`src/rtl/main_slave_driver_pkg.sv`:
```
// Shared definitions for the main_slave_driver slice: command op-codes,
// controller state encoding and default widths.
package main_slave_driver_pkg;

  localparam int DEF_ADDR_W         = 9;
  localparam int DEF_DATA_W         = 64;
  localparam int DEF_SIZE_W         = 7;
  localparam int DEF_CNT_W          = 32;
  localparam int DEF_TIMEOUT_CYCLES = 1024;

  localparam logic [1:0] OP_READ  = 2'b00;
  localparam logic [1:0] OP_WRITE = 2'b01;
  localparam logic [1:0] OP_RUN   = 2'b10;
  localparam logic [1:0] OP_RSVD  = 2'b11;

  typedef enum logic [1:0] {
    IDLE,
    ACCESS,
    RUN,
    RESP
  } state_t;

endpackage

```
`src/rtl/main_slave_driver_cycle_counter.sv`:
```
// slave_drv_cycle_counter: saturating up-counter with synchronous load.
// Used both for the run cycle count and for the wait timeout.
//   clock, reset : clock, asynchronous active-high reset
//   load         : load load_val (has priority over en)
//   en           : increment by one, holding at all-ones
//   load_val     : value loaded on load
//   tc_val       : terminal-count compare value
//   count        : current count
//   tc           : count == tc_val
//   sat          : count is all-ones
module slave_drv_cycle_counter #(
  parameter int W = 32
) (
  input  logic         clock,
  input  logic         reset,
  input  logic         load,
  input  logic         en,
  input  logic [W-1:0] load_val,
  input  logic [W-1:0] tc_val,
  output logic [W-1:0] count,
  output logic         tc,
  output logic         sat
);

  assign sat = &count;
  assign tc  = (count == tc_val);

  always_ff @(posedge clock or posedge reset) begin
    if (reset) begin
      count <= '0;
    end else if (load) begin
      count <= load_val;
    end else if (en && !sat) begin
      count <= count + W'(1);
    end
  end

endmodule

```
`src/rtl/main_slave_driver.sv`:
```
// main_slave_driver: turns a host command/response handshake into channel-0
// slave RAM accesses of the Bambu `main` accelerator, and sequences runs
// (start pulse, wait for done, report cycle count).
//   clock, reset        : clock, asynchronous active-high reset
//   cmd_*               : command handshake (op 00 read, 01 write, 10 run, 11 reserved)
//   rsp_*               : response handshake (data, error flag)
//   S_* / Sout_*        : slave port of `main`; channel 1 slices tied to 0
//   start_port/done_port: run control of `main`
// Optional build macro SLAVE_DRV_TIMEOUT_EN: abort ACCESS/RUN waits after
// TIMEOUT_CYCLES cycles with an error response. Without it waits are unbounded.
module main_slave_driver
  import main_slave_driver_pkg::*;
#(
  parameter int ADDR_W         = DEF_ADDR_W,
  parameter int DATA_W         = DEF_DATA_W,
  parameter int SIZE_W         = DEF_SIZE_W,
  parameter int CNT_W          = DEF_CNT_W,
  parameter int TIMEOUT_CYCLES = DEF_TIMEOUT_CYCLES
) (
  input  logic                clock,
  input  logic                reset,
  input  logic                cmd_valid,
  output logic                cmd_ready,
  input  logic [1:0]          cmd_op,
  input  logic [ADDR_W-1:0]   cmd_addr,
  input  logic [DATA_W-1:0]   cmd_wdata,
  input  logic [SIZE_W-1:0]   cmd_size,
  output logic                rsp_valid,
  input  logic                rsp_ready,
  output logic [DATA_W-1:0]   rsp_data,
  output logic                rsp_err,
  output logic [1:0]          S_oe_ram,
  output logic [1:0]          S_we_ram,
  output logic [2*ADDR_W-1:0] S_addr_ram,
  output logic [2*DATA_W-1:0] S_Wdata_ram,
  output logic [2*SIZE_W-1:0] S_data_ram_size,
  input  logic [2*DATA_W-1:0] Sout_Rdata_ram,
  input  logic [1:0]          Sout_DataRdy,
  output logic                start_port,
  input  logic                done_port
);

  state_t              state_q, state_d;
  logic                live_q;
  logic                run_first_q;
  logic                accept;
  logic                timeout;
  logic [1:0]          op_q;
  logic [ADDR_W-1:0]   addr_q;
  logic [DATA_W-1:0]   wdata_q;
  logic [SIZE_W-1:0]   size_q;
  logic [DATA_W-1:0]   rsp_data_q;
  logic                rsp_err_q;
  logic [CNT_W-1:0]    run_cnt;
  logic                run_tc_unused;
  logic                run_sat_unused;
  logic                unused_in;

  // Keep only the low min(sz, DATA_W) bits; oversize values select the full word.
  function automatic logic [DATA_W-1:0] size_mask(input logic [SIZE_W-1:0] sz);
    logic [DATA_W-1:0] m;
    m = '0;
    for (int i = 0; i < DATA_W; i++) begin
      if (i < int'(sz)) m[i] = 1'b1;
    end
    return m;
  endfunction

  function automatic logic [DATA_W-1:0] count_to_data(input logic [CNT_W-1:0] c);
    return DATA_W'(c);
  endfunction

  assign unused_in = ^{Sout_Rdata_ram[2*DATA_W-1:DATA_W], Sout_DataRdy[1]};

  // live_q holds cmd_ready low until the first clock after reset release.
  assign accept = cmd_valid && live_q && (state_q == IDLE);

  slave_drv_cycle_counter #(.W(CNT_W)) u_run_cnt (
    .clock    (clock),
    .reset    (reset),
    .load     (accept && (cmd_op == OP_RUN)),
    .en       (state_q == RUN),
    .load_val (CNT_W'(1)),
    .tc_val   ('0),
    .count    (run_cnt),
    .tc       (run_tc_unused),
    .sat      (run_sat_unused)
  );

`ifdef SLAVE_DRV_TIMEOUT_EN
  logic [CNT_W-1:0] wait_cnt_unused;
  logic             wait_sat_unused;

  // Counts 1 in the first waiting cycle, so tc fires after TIMEOUT_CYCLES cycles.
  slave_drv_cycle_counter #(.W(CNT_W)) u_wait_cnt (
    .clock    (clock),
    .reset    (reset),
    .load     (accept),
    .en       ((state_q == ACCESS) || (state_q == RUN)),
    .load_val (CNT_W'(1)),
    .tc_val   (CNT_W'(TIMEOUT_CYCLES)),
    .count    (wait_cnt_unused),
    .tc       (timeout),
    .sat      (wait_sat_unused)
  );
`else
  localparam int TIMEOUT_UNUSED = TIMEOUT_CYCLES;
  assign timeout = 1'b0;
`endif

  // State register and control flags
  always_ff @(posedge clock or posedge reset) begin
    if (reset) begin
      state_q     <= IDLE;
      live_q      <= 1'b0;
      run_first_q <= 1'b0;
    end else begin
      state_q     <= state_d;
      live_q      <= 1'b1;
      run_first_q <= accept && (cmd_op == OP_RUN);
    end
  end

  // Next-state logic
  always_comb begin
    state_d = state_q;
    case (state_q)
      IDLE: begin
        if (accept) begin
          case (cmd_op)
            OP_READ, OP_WRITE: state_d = ACCESS;
            OP_RUN:            state_d = RUN;
            default:           state_d = RESP;
          endcase
        end
      end
      ACCESS:  if (Sout_DataRdy[0] || timeout) state_d = RESP;
      RUN:     if (done_port || timeout)       state_d = RESP;
      RESP:    if (rsp_ready)                  state_d = IDLE;
      default: state_d = IDLE;
    endcase
  end

  // Command and response payload; outputs are gated by state, so no reset needed.
  always_ff @(posedge clock) begin
    if (accept) begin
      op_q    <= cmd_op;
      addr_q  <= cmd_addr;
      wdata_q <= cmd_wdata;
      size_q  <= cmd_size;
    end
    if (accept && (cmd_op == OP_RSVD)) begin
      rsp_data_q <= '0;
      rsp_err_q  <= 1'b1;
    end else if ((state_q == ACCESS) && Sout_DataRdy[0]) begin
      rsp_data_q <= (op_q == OP_READ) ? (Sout_Rdata_ram[DATA_W-1:0] & size_mask(size_q)) : '0;
      rsp_err_q  <= 1'b0;
    end else if ((state_q == RUN) && done_port) begin
      rsp_data_q <= count_to_data(run_cnt);
      rsp_err_q  <= 1'b0;
    end else if (((state_q == ACCESS) || (state_q == RUN)) && timeout) begin
      rsp_data_q <= '0;
      rsp_err_q  <= 1'b1;
    end
  end

  // Output decode; an asynchronous reset to IDLE drops strobes and start at once.
  always_comb begin
    cmd_ready       = live_q && (state_q == IDLE);
    rsp_valid       = (state_q == RESP);
    rsp_data        = '0;
    rsp_err         = 1'b0;
    S_oe_ram        = '0;
    S_we_ram        = '0;
    S_addr_ram      = '0;
    S_Wdata_ram     = '0;
    S_data_ram_size = '0;
    start_port      = (state_q == RUN) && run_first_q;
    if (state_q == RESP) begin
      rsp_data = rsp_data_q;
      rsp_err  = rsp_err_q;
    end
    if (state_q == ACCESS) begin
      S_oe_ram[0]                    = (op_q == OP_READ);
      S_we_ram[0]                    = (op_q == OP_WRITE);
      S_addr_ram[ADDR_W-1:0]         = addr_q;
      S_Wdata_ram[DATA_W-1:0]        = wdata_q;
      S_data_ram_size[SIZE_W-1:0]    = size_q;
    end
  end

endmodule

```
`config.mk`:
```
export PLATFORM = sky130hd
export DESIGN_NAME = main_slave_driver
export DESIGN_NICKNAME = d
export VERILOG_FILES = /design/src/rtl/main_slave_driver_pkg.sv /design/src/rtl/main_slave_driver_cycle_counter.sv /design/src/rtl/main_slave_driver.sv
export SDC_FILE = /design/constraint.sdc
export NUM_CORES = 1
export LEC_CHECK = 0
export CORE_AREA = 10 10 165 167
export DETAILED_ROUTE_END_ITERATION = 8
export DIE_AREA = 0 0 175 177
export MAX_ROUTING_LAYER = met4
export PLACE_DENSITY_LB_ADDON = 0.3
export REMOVE_ABC_BUFFERS = 1
export SLEW_MARGIN = 15
export SYNTH_ARGS = -nofsm -noshare
export SYNTH_HDL_FRONTEND = slang
export SYNTH_SLANG_ARGS = --single-unit
```
`constraint.sdc`:
```
create_clock -name clock -period 11.3 [get_ports clock]
set_input_delay 2.26 -clock clock [delete_from_list [all_inputs] [get_ports clock]]
set_output_delay 2.26 -clock clock [all_outputs]
set_load 0.03 [all_outputs]
```
==> metrics.yaml <==
port_buffers: 301
arrival_ns: 3.28
grt_usage_pct: 20.83
p_per_area_nw_per_um2: 217.9
p_seq_share_pct: 35.8
hp-class: "flip-flop to flip-flop"
status: "complete, no violations"
dr.pass1.iters: 7
cts_hold_buf: 0
p_leak_nw: 4.742
ant_nets: 0
syn_area_sq_um: 9193
drt_iter0_drc: 602
numCtsBuffers: 17
grt_pass1_vias: 7860
synth_enable_flop_cells: 82
dieArea_sq_um: 30980
final_area_sq_um: 12780
hold_viol_final: 0
wl_per_cell_microns: 20.74
post_synth_num_cell_types: 61
rows: 57
clkSinkCount: 183
rsz0062_at_grt: "false"
yosys_warnings: 0
final_util_pct: 53.34
grt_pass1_wl_microns: 48290
switching_share_pct: 40.95
num_io_pins: 449
tritoncts: "built"
vdd_ir_drop_max_mv: 0.09421
cts_resized: 0
criticalPathCategory: "flip-flop to primary output"
intPower_mw: 1.645
worstMarginPinSlew_ns: 1.108
syn_avg_cell_area_sq_um: 9.666
place_area_sq_um: 12160
syn_inst: 951
yosys_most_used_dff: "edfxtp_1"
fin_crit_sh_pct: 49.00
clock_power_share_pct: 22.6
hold_ws_ns: 0.4521
finalSetupViolations: 0
gr-total-overflow: 0
clockRootBuffer: "clkbuf_16"
synthTopCellsByArea: "edfxtp_1, dfxtp_1, and2_1, dfrtp_1, buf_4"
ys_async_sr_fraction_pct: 19.67
drc: 0
areaGrowthSynthToFinish_pct: 39.04
synth.yosys.seq_area_share_pct: 50.74
start_kind: "flip-flop"
hpwl_microns: 24160
synth-seq-cells: 183
slew_headroom_pct: 25.57
netlist.area_leader.share_pct: 26.79
fin_skew_ns: 0.01255
wl_microns: 32470
worst_skew_pair.late_latency_ns: 0.43
antenna_found_initial: 3
num-fill-cells: 2205
fin_tns_setup_ns: 0
layout-drive-gt1-share_pct: 5.327
period_needed_ns: 5.537
finalMaxSlewViolations: 0
clk_path_buf_depth: 2
setup.worst_path.end_class: "primary output"
viasPerCell: 5.063
synth_top_area_cell: "edfxtp_1"
initial_utilization_pct: 38.36
maxCapViolations: 0
layout.nets: 1449
grt_max_degree: 84
post_cts_buffers: 0
gp_congestion: 0.8998
crit_fanout: 48
clk_pin_slew_ns: 0.08
die_h_microns: 177
core_sq_um: 23960
switchingPower_mw: 1.141
worstPathRequired_ns: 9.04
comb_power_share_pct: 41.6
routed-via-count: 7929
fmax_mhz: 180.6
die_x_microns: 175
cts_max_level: 4
==> layer usage <==
metal / part of all wire, % / track usage [%] / wire, microns
met1: 38 / 22.74 / 12220
met2: 49 / 34.12 / 15770
met3: 12 / 9.089 / 3770
met4: 2.2 / 5.793 / 712
met5: 0 / - / 0
==> final cells by class <==
cell class / count / area [sq um] / share of cell area [%]
Antenna cell: 3 / 7.507 / 0.05874
Clock buffer: 17 / 425.4 / 3.328
Clock inverter: 15 / 188.9 / 1.478
Inverter: 12 / 45.04 / 0.3524
Multi-Input combinational cell: 700 / 3949 / 30.90
Sequential cell: 183 / 4664 / 36.50
Tap cell: 324 / 405.4 / 3.172
Timing Repair Buffer: 312 / 3095 / 24.22
==> cells in the mapped netlist (all sizes together), types with 6 or more instances <==
library cell and n:
a21oi 68, a31oi 8, a32oi 21, and2 150, and3 8, buf 92
clkbuf 45, dfrtp 36, dfxtp 65, edfxtp 82, ha 6, inv 12
nand2 85, nand2b 8, nand3 30, nand4 13, nor2 58, nor3 9
o211ai 15, o21ai 71, o31ai 7, or3 8, or4 8, xnor2 9
==> logic make-up (layout without fill, tap and decap cells) <==
| kind of cell | count (synthesis) | count (layout) | share of synthesized area, % |
|---|---|---|---|
| buffers and inverters | 149 | 356 | 9.800 |
| AO/OA/AOI/OAI | 208 | 208 | 13.52 |
| other | 2 | 86 | 0.08170 |
| XOR/XNOR | 9 | 9 | 0.8575 |
| flip-flops | 183 | 183 | 50.74 |
| multiplexers | 1 | 1 | 0.1089 |
| adder cells (fa/ha/maj) | 6 | 6 | 0.8166 |
| AND/OR/NAND/NOR | 393 | 393 | 24.08 |
==> power groups by stage <==
| stage | clock [mW] | combinational [mW] | sequential [mW] |
|---|---|---|---|
| 4_1_cts | 0.636 | 1.17 | 0.994 |
| 6_report | 0.631 | 1.16 | 0.997 |
| 2_1_floorplan | 0 | 0.704 | 0.960 |
| 3_3_place_gp | 0 | 1.16 | 1.00 |
| 3_5_place_dp | 0 | 1.17 | 1.01 |
| 5_1_grt | 0.667 | 1.26 | 1.02 |
==> sequential cells by signal, indices dropped and copies added, names as in the netlist <==
signal / count
op_q: 2
live_q: 1
rsp_err_q: 1
wdata_q: 64
u_run_cnt.count: 32
rsp_data_q: 64
run_first_q: 1
state_q: 2
size_q: 7
addr_q: 9
==> worst max-delay path: stages (launching register included) <==
cell and delay (ns):
dfrtp_1 0.41, inv_1 0.12, ha_2 0.65, buf_4 0.43, inv_1 0.24, nor3b_1 0.22, clkdlybuf4s50_1 0.75
==> cells in the final DEF, fill, tap and decap left out, types with 4 or more instances in the layout <==
master / netlist / routed
o21ai_0: 71 / 71
xnor2_1: 9 / 9
nor2_1: 56 / 55
and2_1: 149 / 149
edfxtp_1: 82 / 82
a32oi_1: 21 / 21
nand3_1: 30 / 30
buf_4: 84 / 11
a21oi_1: 68 / 68
dfxtp_1: 65 / 65
a31oi_1: 8 / 8
o31ai_1: 7 / 7
nor3_1: 7 / 6
nand4_1: 10 / 10
dfrtp_1: 36 / 36
clkbuf_16: 0 / 17
ha_1: 6 / 4
and4_1: 5 / 5
nand2_1: 82 / 82
or4_1: 7 / 7
inv_1: 11 / 10
o311ai_0: 4 / 4
clkdlybuf4s50_1: 0 / 301
conb_1: 2 / 83
nand2b_1: 8 / 8
and3_1: 7 / 6
or3_1: 7 / 7
o211ai_1: 15 / 15
==> final timing paths <==
| check | startpoint | end | slack [ns] | cells past startpoint |
|---|---|---|---|---|
| worst max-delay path | state_q[1] | S_we_ram[0] | 5.76 | 6 |
| worst min-delay path | rsp_data_q[49] | rsp_data_q[49] | 0.45 | 2 |
| worst max register to register | state_q[1] | rsp_data_q[57] | 7.73 | 8 |
| worst min register to register | rsp_data_q[49] | rsp_data_q[49] | 0.45 | 2 |
| max in group asynchronous | reset | u_run_cnt.count[27] | 8.68 | 3 |
| min in group asynchronous | reset | u_run_cnt.count[13] | 2.26 | 3 |
==> metrics by stage <==
stage | setup slack, ns | std cells | total power, mW
after floorplan | 5.210 | 895 | 1.664
after global placement | 6.147 | 1531 | 2.159
after detailed placement | 6.130 | 1531 | 2.174
after CTS | 5.665 | 1563 | 2.804
after global routing | 5.517 | 1566 | 2.942
final | 5.763 | 1566 | 2.785
(Power assumes the default switching activity.)
